## config.mk

```make
export PLATFORM = sky130hd
export DESIGN_NAME = mem_port_arbiter_flat
export DESIGN_NICKNAME = d
export VERILOG_FILES = /design/src/rtl/mem_port_arbiter_if.sv /design/src/rtl/mem_port_arbiter.sv /design/src/flat_wrapper.sv
export SDC_FILE = /design/constraint.sdc
export NUM_CORES = 1
export LEC_CHECK = 0
export ABC_AREA = 1
export CORE_UTILIZATION = 33
export CTS_BUF_LIST = sky130_fd_sc_hd__clkbuf_16
export CTS_CLUSTER_DIAMETER = 60
export DETAILED_ROUTE_END_ITERATION = 8
export PLACE_DENSITY = 0.67
export SLEW_MARGIN = 0
export SYNTH_ARGS = -nofsm -noshare
export SYNTH_HDL_FRONTEND = slang
export SYNTH_SLANG_ARGS = --single-unit
```

## constraint.sdc

```tcl
create_clock -name clk -period 1.5 [get_ports clk]
set_input_delay 0.3 -clock clk [delete_from_list [all_inputs] [get_ports clk]]
set_output_delay 0.3 -clock clk [all_outputs]
set_load 0.05 [all_outputs]
```

## src/rtl/mem_port_arbiter_if.sv

```systemverilog
// Bus bundle between the pipeline requesters, the arbiter and the unified memory.
// slave = arbiter view; master = pipeline/memory environment view.
interface mem_port_arbiter_if #(
  parameter int N = 32
);
  logic         if_req;
  logic [N-1:0] if_addr;
  logic [N-1:0] if_rdata;
  logic         if_ack;
  logic         d_req;
  logic         d_we;
  logic [N-1:0] d_addr;
  logic [N-1:0] d_wdata;
  logic [2:0]   d_size;
  logic [N-1:0] d_rdata;
  logic         d_ack;
  logic         mem_en;
  logic         mem_we;
  logic [N-1:0] mem_addr;
  logic [N-1:0] mem_wdata;
  logic [2:0]   mem_size;
  logic [N-1:0] mem_rdata;
  logic         mem_ready;
  logic         stall;

  modport slave (
    input  if_req, if_addr, d_req, d_we, d_addr, d_wdata, d_size, mem_rdata, mem_ready,
    output if_rdata, if_ack, d_rdata, d_ack, mem_en, mem_we, mem_addr, mem_wdata, mem_size, stall
  );

  modport master (
    output if_req, if_addr, d_req, d_we, d_addr, d_wdata, d_size, mem_rdata, mem_ready,
    input  if_rdata, if_ack, d_rdata, d_ack, mem_en, mem_we, mem_addr, mem_wdata, mem_size, stall
  );
endinterface

```

## src/rtl/mem_port_arbiter.sv

```systemverilog
// Arbitrates the single-ported unified memory between instruction fetch and load/store.
// Data has priority; a streak counter forces a fetch grant after STARVE_LIM data grants.
module mem_port_arbiter #(
  parameter int N          = 32,
  parameter int STARVE_LIM = 4
) (
  input logic                clk,
  input logic                rst_n,
  mem_port_arbiter_if.slave  bus
);

  localparam int SW = $clog2(STARVE_LIM + 1);
  localparam logic [SW-1:0] LIM = SW'(STARVE_LIM);

  typedef enum logic [2:0] {
    IDLE,
    BUSY_IF,
    BUSY_D,
    RESP_IF,
    RESP_D
  } state_t;

  state_t        state;
  logic [SW-1:0] streak;

  assign bus.stall = (bus.if_req & ~bus.if_ack) | (bus.d_req & ~bus.d_ack);

  always_ff @(posedge clk or negedge rst_n) begin
    if (!rst_n) begin
      state         <= IDLE;
      streak        <= '0;
      bus.mem_en    <= 1'b0;
      bus.mem_we    <= 1'b0;
      bus.mem_addr  <= '0;
      bus.mem_wdata <= '0;
      bus.mem_size  <= '0;
      bus.if_ack    <= 1'b0;
      bus.d_ack     <= 1'b0;
      bus.if_rdata  <= '0;
      bus.d_rdata   <= '0;
    end else begin
      bus.if_ack <= 1'b0;
      bus.d_ack  <= 1'b0;
      unique case (state)
        IDLE: begin
          // A pending fetch wins only once data has taken STARVE_LIM grants in a row.
          if (bus.d_req && !(bus.if_req && streak == LIM)) begin
            state         <= BUSY_D;
            bus.mem_en    <= 1'b1;
            bus.mem_we    <= bus.d_we;
            bus.mem_addr  <= bus.d_addr;
            bus.mem_wdata <= bus.d_wdata;
            bus.mem_size  <= bus.d_size;
            if (!bus.if_req)
              streak <= '0;
            else if (streak != LIM)
              streak <= streak + 1'b1;
          end else if (bus.if_req) begin
            state         <= BUSY_IF;
            bus.mem_en    <= 1'b1;
            bus.mem_we    <= 1'b0;
            bus.mem_addr  <= bus.if_addr;
            bus.mem_wdata <= '0;
            bus.mem_size  <= 3'b010;
            streak        <= '0;
          end
        end
        BUSY_IF: begin
          if (bus.mem_ready) begin
            state        <= RESP_IF;
            bus.mem_en   <= 1'b0;
            bus.if_rdata <= bus.mem_rdata;
            bus.if_ack   <= 1'b1;
          end
        end
        BUSY_D: begin
          if (bus.mem_ready) begin
            state      <= RESP_D;
            bus.mem_en <= 1'b0;
            bus.d_ack  <= 1'b1;
            if (!bus.mem_we)
              bus.d_rdata <= bus.mem_rdata;
          end
        end
        RESP_IF, RESP_D: state <= IDLE;
        default:         state <= IDLE;
      endcase
    end
  end

endmodule

```

## src/flat_wrapper.sv

```systemverilog
// flat-port wrapper written by rule: the top's interface ports become plain ports
module mem_port_arbiter_flat 
#(
  parameter int N          = 32,
  parameter int STARVE_LIM = 4
)
  (clk, rst_n, bus_if_req, bus_if_addr, bus_d_req, bus_d_we, bus_d_addr, bus_d_wdata, bus_d_size, bus_mem_rdata, bus_mem_ready, bus_if_rdata, bus_if_ack, bus_d_rdata, bus_d_ack, bus_mem_en, bus_mem_we, bus_mem_addr, bus_mem_wdata, bus_mem_size, bus_stall);
  mem_port_arbiter_if #(.N(N)) bus_i ();
  input logic clk;
  input logic rst_n;
  input wire logic [$bits(bus_i.if_req)-1:0] bus_if_req;
  input wire logic [$bits(bus_i.if_addr)-1:0] bus_if_addr;
  input wire logic [$bits(bus_i.d_req)-1:0] bus_d_req;
  input wire logic [$bits(bus_i.d_we)-1:0] bus_d_we;
  input wire logic [$bits(bus_i.d_addr)-1:0] bus_d_addr;
  input wire logic [$bits(bus_i.d_wdata)-1:0] bus_d_wdata;
  input wire logic [$bits(bus_i.d_size)-1:0] bus_d_size;
  input wire logic [$bits(bus_i.mem_rdata)-1:0] bus_mem_rdata;
  input wire logic [$bits(bus_i.mem_ready)-1:0] bus_mem_ready;
  output wire logic [$bits(bus_i.if_rdata)-1:0] bus_if_rdata;
  output wire logic [$bits(bus_i.if_ack)-1:0] bus_if_ack;
  output wire logic [$bits(bus_i.d_rdata)-1:0] bus_d_rdata;
  output wire logic [$bits(bus_i.d_ack)-1:0] bus_d_ack;
  output wire logic [$bits(bus_i.mem_en)-1:0] bus_mem_en;
  output wire logic [$bits(bus_i.mem_we)-1:0] bus_mem_we;
  output wire logic [$bits(bus_i.mem_addr)-1:0] bus_mem_addr;
  output wire logic [$bits(bus_i.mem_wdata)-1:0] bus_mem_wdata;
  output wire logic [$bits(bus_i.mem_size)-1:0] bus_mem_size;
  output wire logic [$bits(bus_i.stall)-1:0] bus_stall;
  assign bus_i.if_req = bus_if_req;
  assign bus_i.if_addr = bus_if_addr;
  assign bus_i.d_req = bus_d_req;
  assign bus_i.d_we = bus_d_we;
  assign bus_i.d_addr = bus_d_addr;
  assign bus_i.d_wdata = bus_d_wdata;
  assign bus_i.d_size = bus_d_size;
  assign bus_i.mem_rdata = bus_mem_rdata;
  assign bus_i.mem_ready = bus_mem_ready;
  assign bus_if_rdata = bus_i.if_rdata;
  assign bus_if_ack = bus_i.if_ack;
  assign bus_d_rdata = bus_i.d_rdata;
  assign bus_d_ack = bus_i.d_ack;
  assign bus_mem_en = bus_i.mem_en;
  assign bus_mem_we = bus_i.mem_we;
  assign bus_mem_addr = bus_i.mem_addr;
  assign bus_mem_wdata = bus_i.mem_wdata;
  assign bus_mem_size = bus_i.mem_size;
  assign bus_stall = bus_i.stall;
  mem_port_arbiter #(.N(N), .STARVE_LIM(STARVE_LIM)) u_core (.clk(clk), .rst_n(rst_n), .bus(bus_i));
endmodule
```

== Word-level counts from Yosys, hierarchy flattened ==
Index checks and enable logic that the tools add are counted.

* Flip-flop bits (word level): 141
* Input bits: 137
* Output and inout bits: 136
* Word-level logic and storage cells: 64

* Add/subtract/negate cells: 1
* Eq/ne operators: 9
* Multiplexer cells: 24
* Bitwise logic cells: 6
* Reductions and logical operators: 13

{| class="wikitable"
|+ Operators by type and width
! operator !! count
|-
| 2-to-1 mux 32 bit || 4
|-
| 2-to-1 mux 3 bit || 10
|-
| AND reduction 3 bit || 4
|-
| one-hot mux 3 bit (3 select lines) || 1
|-
| 2-to-1 mux 1 bit || 8
|-
| != test 3 bit (second input constant) || 2
|-
| != test 2 bit (second input constant) || 2
|-
| AND reduction 2 bit || 2
|-
| nonzero test 2 bit || 2
|-
| adder 3 x 1 -> 3 bit (second input constant) || 1
|-
| == test 3 x 1 -> 1 bit (second input constant) || 1
|-
| == test 3 x 2 -> 1 bit (second input constant) || 1
|-
| == test 3 bit (second input constant) || 1
|-
| zero test 3 bit || 1
|-
| != test 3 x 2 -> 1 bit (second input constant) || 1
|-
| inverter 1 bit || 3
|-
| AND 1 bit || 2
|-
| logical AND 1 bit || 2
|-
| != test 2 x 1 -> 1 bit (second input constant) || 1
|-
| one-hot mux 1 bit (2 select lines) || 1
|-
| OR reduction 2 bit || 1
|-
| zero test 1 bit || 1
|-
| bitwise OR 1 bit || 1
|}

== Longest topological paths before layout ==
Gate-level depths: netlist of run 1.

* Depth after elaboration: 6
* Gate-level depth with buffers: 9
* Gate-level depth less buffers: 7

== Worst setup path before layout of run 1 ==
OpenSTA, ideal clock, no wires.

* Path kind: register -> output
* From: register u_core.bus.if_ack
* To: output port bus_stall
* Data arrival time: 1403 ps
* Required time: 1200 ps
* Setup slack: -203 ps
* Cell stages (with the launch flop): 2
* Buffers on the path: 0
* Cells stage by stage: dfrtp_1 -> o22ai_1

* Cells in the longest elaborated chain, start to end: 3

{| class="wikitable"
|+ RTL lines
! what !! RTL line !! text
|-
| start, declared || mem_port_arbiter_if.sv:28 || <nowiki>output if_rdata, if_ack, d_rdata, d_ack, mem_en, mem_we, mem_addr, mem_wdata, mem_size, stall</nowiki>
|-
| start signal, assigned || mem_port_arbiter.sv:37 || <nowiki>bus.if_ack <= 1'b0;</nowiki>
|-
| start signal, assigned || mem_port_arbiter.sv:42 || <nowiki>bus.if_ack <= 1'b0;</nowiki>
|-
| start signal, assigned || mem_port_arbiter.sv:73 || <nowiki>bus.if_ack <= 1'b1;</nowiki>
|-
| inverter 1 bit || mem_port_arbiter.sv:26 || <nowiki>assign bus.stall = (bus.if_req & ~bus.if_ack) | (bus.d_req & ~bus.d_ack);</nowiki>
|-
| AND 1 bit || mem_port_arbiter.sv:26 ||
|-
| bitwise OR 1 bit || mem_port_arbiter.sv:26 ||
|-
| end, declared || flat_wrapper.sv:29 || <nowiki>output wire logic [$bits(bus_i.stall)-1:0] bus_stall;</nowiki>
|}

Every way passes these cells.

== Final worst setup path of run 1 ==
Same ends and word-level chain as after synthesis.

==> reports/results.ini, run 1 <==
[detailed_routing]
avgViaCountPerCell=4.50
antenna_left=0
wirelength_um=17700
wl_per_cell_um=15.0
routed-via-count=5316
dr.pass1.iters=4
first_iter_violations=186
drc=0

[setup_path]
crit_required_ns=1.20
endpoint_kind=output pin
arrival_ns=1.18
rr_endpoint=u_core.streak[2]
cpPeakStageDelay_ns=0.44
timing.rr.start=u_core.streak[0]
crit_path_start_kind=flip-flop
crit_slowest_cell=dfrtp_2
crit_buf_inv=1
regToRegSetupSlack_ns=0.04
worst-path-max-fanout=2
cp_cell_sequence=o22ai_4, buf_12
crit_family=flip-flops
critical_path_class=flip-flop to output pin
ff2ff_path_depth=9

[worst_hold_path]
hp-class=input port to async pin

[global_route]
grt_usage=0.198
grt_pass1_vias=5302
grt_pass1_wl_um=27500
grt_max_degree=57
grt_antenna_before_repair=1
grt.overflow.total=0

[clocking]
cts_max_path_buffers=2
tritoncts=done
insertion_delay_ns=0.41
cts_made_buffers=17
cts_sinks=141
cts_root_buffer=clkbuf_16
h-tree-depth=4
clk_pin_slew_ns=0.06
post_cts_buffers=0

[sta]
finalHoldViolCount=0
finalHoldWorstSlack_ns=0.343
fin_crit_ns=1.48
max_slew_margin=0.784
worstMarginPinSlew_ns=0.324
fin_setup_tns_ns=0
rsz0062_at_grt=true
setup_viol=0
slew_violations=0
finClkSkew_ns=0.0114
max_freq_mhz=675
fin_crit_sh=0.987

[power]
p_per_area_nw_per_um2=2480
leakage_uw=0.00540
power_uw=27300
ir_worst_vdd_mv=1.49

[logic_synthesis]
synth_nets=797
ys_types=20
yosys.area.top_type=dfrtp_1
muxShareOfSynthArea=0
synth.ff_latch_count=141
synth-simple-area-share=0.183
synthXorXnorAreaFrac=0
synthAdderAreaFrac=0.00433
synth_top_family_by_area=simple AND/OR/NAND/NOR gates
syn_inst=658
synth_top_area_frac=0.610
ys_seq_area_frac=0.610
syn_area_um2=5780
synth.area.top_cells=dfrtp_1 61%, nand2_1 14%, o21ai_0 8.6%
synth_compound_area_frac=0.121
syn_area_per_cell_um2=8.79
yosysWarnings=0

[placed_design]
port_buffers=272
place_hpwl_um=12900
place_congestion=0.743
placed_area_um2=10300

[job]
maxCapViolCount=0

[floorplanning]
ios=273
die_h_um=134
core_area_um2=17200
fp.dieArea_um2=18100
fp.dieW_um=134
floorplan.initialDensity=0.337
rows=48

[status]
status=finished clean

[cells_and_area]
layout.nets=1085
final_util=0.642
drive_gt1_frac=0.225
syn2layout_area_growth_pct=90.6
final_area_um2=11000

-- where the power goes --
| part | internal (µW) | switching, µW |
|---|---|---|
| clock network | 2210 | 1540 |
| registers | 5460 | 1790 |
| logic | 7600 | 8680 |
-- synthesized netlist by cell type, drive strengths merged --
cell and instances:
nand4 3, nand3 42, nand2 212, a21oi 36, nor2 5, o22ai 1, dfrtp 141, inv 75
ha 2, buf 31, o21ai 102, clkbuf 8
-- worst reg2reg max path, stage by stage, from the launching register on --
cell and delay (ns):
dfrtp_1 0.40, inv_2 0.09, ha_4 0.15, nand3_4 0.10
nand2_8 0.14, buf_6 0.13, inv_8 0.04, buf_6 0.13
a21oi_2 0.11, nor2_1 0.06
-- worst max path at each step --
stage                       from                 endpoint  slack, ns  cells after the start
6_report       u_core.bus.if_ack                bus_stall       0.02                      2
5_1_grt         u_core.streak[0]         u_core.streak[1]      -0.02                      9
4_1_cts        u_core.bus.if_ack                bus_stall      -0.03                      2
3_5_place_dp          bus_if_req  u_core.bus.mem_addr[12]      -0.22                      8
3_3_place_gp          bus_if_req  u_core.bus.mem_addr[12]      -0.17                      8
2_1_floorplan  u_core.bus.if_ack                bus_stall       0.08                      1
-- area by class of cell --
type | instances | area (µm²)
fillers | 1356 | 6160
inverters | 75 | 289
flip-flops and latches | 141 | 3530
repair buffers | 308 | 4540
diodes | 1 | 2.50
clock inverters | 12 | 85.1
well taps | 225 | 282
multi-input cells | 403 | 1860
clock buffers | 17 | 425
-- kinds of logic (layout without fill, tap and decap cells) --
family,count (synthesis),in the layout
compound gates,139,139
fa+ha+maj,2,2
buf+inv,114,412
flops,141,141
other cells,0,1
simple gates,262,262
-- registers in the layout, indices dropped and copies added, names as in the netlist --
register,count
u_core.bus.mem_addr,32
u_core.bus.d_rdata,32
u_core.streak,3
u_core.bus.mem_en,1
u_core.bus.if_ack,1
u_core.bus.mem_we,1
u_core.state,3
u_core.bus.mem_size,3
u_core.bus.d_ack,1
u_core.bus.mem_wdata,32
u_core.bus.if_rdata,32
-- routing by layer --
metal / routed length, µm / vias up / GRT usage
met3: 1950 / 15 / 0.0918
met5: 0 / - / 0
met4: 217 / 0 / 0.0599
li1: - / 2656 / -
met1: 7230 / 2442 / 0.231
met2: 8330 / 203 / 0.323
-- cell usage in the layout, fill, tap and decap left out --
master | Yosys | final
nor2_1 | 4 | 4
nand3_2 | 1 | 3
ha_1 | 2 | 1
diode_2 | 0 | 1
nand3_1 | 41 | 37
inv_1 | 74 | 73
a21oi_1 | 36 | 35
buf_12 | 0 | 146
buf_2 | 27 | 1
inv_8 | 0 | 1
o21ai_1 | 3 | 8
nand2_1 | 211 | 210
bufinv_16 | 0 | 1
ha_4 | 0 | 1
o22ai_4 | 0 | 1
nand4_1 | 3 | 3
o21ai_0 | 99 | 94
dfrtp_2 | 0 | 3
dlygate4sd3_1 | 0 | 1
dfrtp_1 | 141 | 138
a21oi_2 | 0 | 1
clkinv_2 | 0 | 5
nor2_4 | 1 | 1
clkbuf_16 | 0 | 20
nand3_4 | 0 | 2
buf_6 | 1 | 4
inv_2 | 1 | 3
clkinv_1 | 0 | 2
nand2_8 | 0 | 1
dlygate4sd2_1 | 0 | 2
nand2_2 | 1 | 1
clkinvlp_4 | 0 | 2
clkdlybuf4s50_1 | 0 | 133
buf_4 | 1 | 18
-- metrics by stage --
step,setup WS [ns],std cells
2_1_floorplan,0.0754,658
3_3_place_gp,-0.166,1147
3_5_place_dp,-0.222,1147
4_1_cts,-0.0308,1178
5_1_grt,-0.0207,1182
6_report,0.0191,1182
-- timing repair --
item                                    in CTS  in global routing
resized for setup                            9                 26
pin swaps                                    1                  4
endpoints found under the hold margin       29                  0
hold buffers                                 1                  0
gates cloned                                 1                  3
endpoints found under the setup margin      26                 98
No activity file was read; power rests on OpenSTA's default activity.
==> run 2, diff against run 1 <==
--- a/config.mk
+++ b/config.mk
@@ -9,6 +9,7 @@
 export CORE_UTILIZATION = 33
 export CTS_BUF_LIST = sky130_fd_sc_hd__clkbuf_16
 export CTS_CLUSTER_DIAMETER = 60
+export CTS_CLUSTER_SIZE = 10
 export DETAILED_ROUTE_END_ITERATION = 8
 export PLACE_DENSITY = 0.67
 export SLEW_MARGIN = 0
==> constraint.sdc (replaced) <==
create_clock -name clk -period 1.8 [get_ports clk]
set_input_delay 0.36 -clock clk [delete_from_list [all_inputs] [get_ports clk]]
set_output_delay 0.36 -clock clk [all_outputs]
set_load 0.05 [all_outputs]
==> reports/results.ini, run 2 (synthesis results as in run 1) <==
[status]
status=finished clean

[clocking]
cts_max_path_buffers=2  ; unchanged
post_cts_buffers=0  ; unchanged
tritoncts=done
cts_sinks=141  ; unchanged
cts_made_buffers=17  ; unchanged
insertion_delay_ns=0.42  ; about the same
clk_pin_slew_ns=0.07  ; about the same
cts_root_buffer=clkbuf_16
h-tree-depth=4  ; unchanged

[detailed_routing]
routed-via-count=5227  ; -1.7%
dr.pass1.iters=4  ; unchanged
drc=0  ; unchanged
wirelength_um=16300  ; -8.2%
first_iter_violations=179  ; -3.8%
wl_per_cell_um=13.9  ; -7.5%
avgViaCountPerCell=4.46  ; -0.92%
antenna_left=0  ; unchanged

[cells_and_area]
fin_cells=1173  ; -0.76%
antenna_cells=0  ; -1
final_cell_mix=210 x nand2_1, 148 x buf_4, 141 x dfrtp_1
syn2layout_area_growth_pct=59.5
layout.nets=1074  ; -1.0%
fillers=1609  ; +19%
layout_commonest_cell=nand2_1
drive_gt1_frac=0.211  ; -0.0139

[sta]
setup_viol=0  ; unchanged
finalHoldWorstSlack_ns=0.389  ; +0.0463 ns
slew_violations=0  ; unchanged
finalHoldViolCount=0  ; unchanged
fin_crit_sh=0.965
max_freq_mhz=576
worstMarginPinSlew_ns=0.340  ; +0.0152 ns
rsz0062_at_grt=false
finClkSkew_ns=0.00700  ; -0.00442 ns
max_slew_margin=0.774  ; -0.0101
fin_crit_ns=1.74

[global_route]
grt.overflow.total=0  ; unchanged
grt_pass1_wl_um=26000  ; -5.4%
grt_usage=0.186  ; -0.0116
grt_pass1_vias=5116  ; -3.5%
grt_max_degree=66  ; +16%
grt_antenna_before_repair=0  ; -1

[setup_path]
timing.rr.start=u_core.streak[0]
crit_path_end=bus_stall
crit_required_ns=1.44  ; +0.24 ns
startpoint=bus_d_req
critical_path_class=input port to output pin
crit_path_start_kind=input port
worst-path-max-fanout=2  ; unchanged
arrival_ns=1.38  ; +0.20 ns
endpoint_kind=output pin
regToRegSetupSlack_ns=0.23  ; +0.19 ns
rr_endpoint=u_core.bus.mem_addr[1]
ff2ff_path_depth=8  ; -1

[power]
leakage_uw=0.00484  ; -10%
ir_worst_vdd_mv=1.24  ; -17%
p_per_area_nw_per_um2=2060  ; -17%
p_comb_frac=0.534  ; -0.063
internal_power_uw=9580  ; -37%
clkPwrFrac=0.186  ; +0.049
p_seq_frac=0.280  ; +0.014
p_sw_uw=9410  ; -22%
swShare=0.496  ; +0.0554

[worst_hold_path]
hp-class=input port to async pin

[placed_design]
place_hpwl_um=11600  ; -10%
place_congestion=0.768  ; +3.4%
port_buffers=272  ; unchanged
dp.cells=1140  ; -0.61%

[floorplanning]
fp.dieArea_um2=18100  ; unchanged
die_h_um=134  ; unchanged
floorplan.initialDensity=0.337  ; unchanged
ios=273  ; unchanged
fp.dieW_um=134  ; unchanged
rows=48  ; unchanged
core_area_um2=17200  ; unchanged

[job]
maxCapViolCount=0  ; unchanged

## run 2: routing by layer
layer,global-route usage,share of wire,up-vias
li1,-,-,2633
met5,0,0,-
met1,0.230,0.44,2378
met2,0.296,0.46,200
met3,0.0699,0.092,16
met4,0.0687,0.014,0
## run 2: power groups by stage
stage	combinational [µW]	clock, µW	sequential (µW)
final	10100	3530	5320
after global routing	10800	3760	5490
after CTS	10200	3610	5320
after detailed placement	10200	0	5330
after global placement	10100	0	5330
after floorplan	2220	0	9820
## run 2: metrics by stage
step / utilization / cell area (µm²) / setup WS [ns] / power (µW) / TNS, ns
after floorplan: - / 5780 / 0.0366 / 12000 / 0
after global placement: 0.501 / 8600 / -0.0365 / 15500 / -0.0374
after detailed placement: 0.501 / 8600 / -0.0463 / 15600 / -0.553
after CTS: 0.536 / 9210 / 0.0186 / 19200 / 0
after global routing: 0.537 / 9220 / 0.000784 / 20100 / 0
final: 0.537 / 9220 / 0.0633 / 19000 / 0
## run 2: worst min-delay path by stage
| stage | startpoint | end | slack (ns) | cells after the start |
|---|---|---|---|---|
| 6_report | rst_n | u_core.bus.if_rdata[18] | 0.39 | 2 |
| 4_1_cts | rst_n | u_core.bus.d_rdata[15] | 0.38 | 2 |
| 3_5_place_dp | rst_n | u_core.bus.d_rdata[15] | 0.28 | 1 |
| 2_1_floorplan | rst_n | u_core.bus.d_ack | 0.06 | 0 |
| 3_3_place_gp | rst_n | u_core.bus.d_rdata[15] | 0.28 | 1 |
| 5_1_grt | rst_n | u_core.bus.d_rdata[15] | 0.41 | 2 |
## run 2: what timing repair did
item | in CTS | in global routing
setup endpoints to repair | 1 | 1
hold endpoints to repair | 30 | 0
gates resized for setup | 1 | 2
hold buffers | 1 | 0
## run 2: layout make-up
cell class | instances | area, µm² | area share
flip-flops and latches | 141 | 3530 | 0.383
repair buffers | 297 | 2730 | 0.296
multi-input cells | 403 | 1810 | 0.196
clock buffers | 17 | 425 | 0.0461
inverters | 75 | 282 | 0.0305
well taps | 225 | 282 | 0.0305
clock inverters | 15 | 168 | 0.0182
## run 2: critical path, cell delays in order
cell	delay, ns
clkdlybuf4s50_1	0.50
inv_1	0.06
buf_4	0.14
o22ai_4	0.15
buf_12	0.16
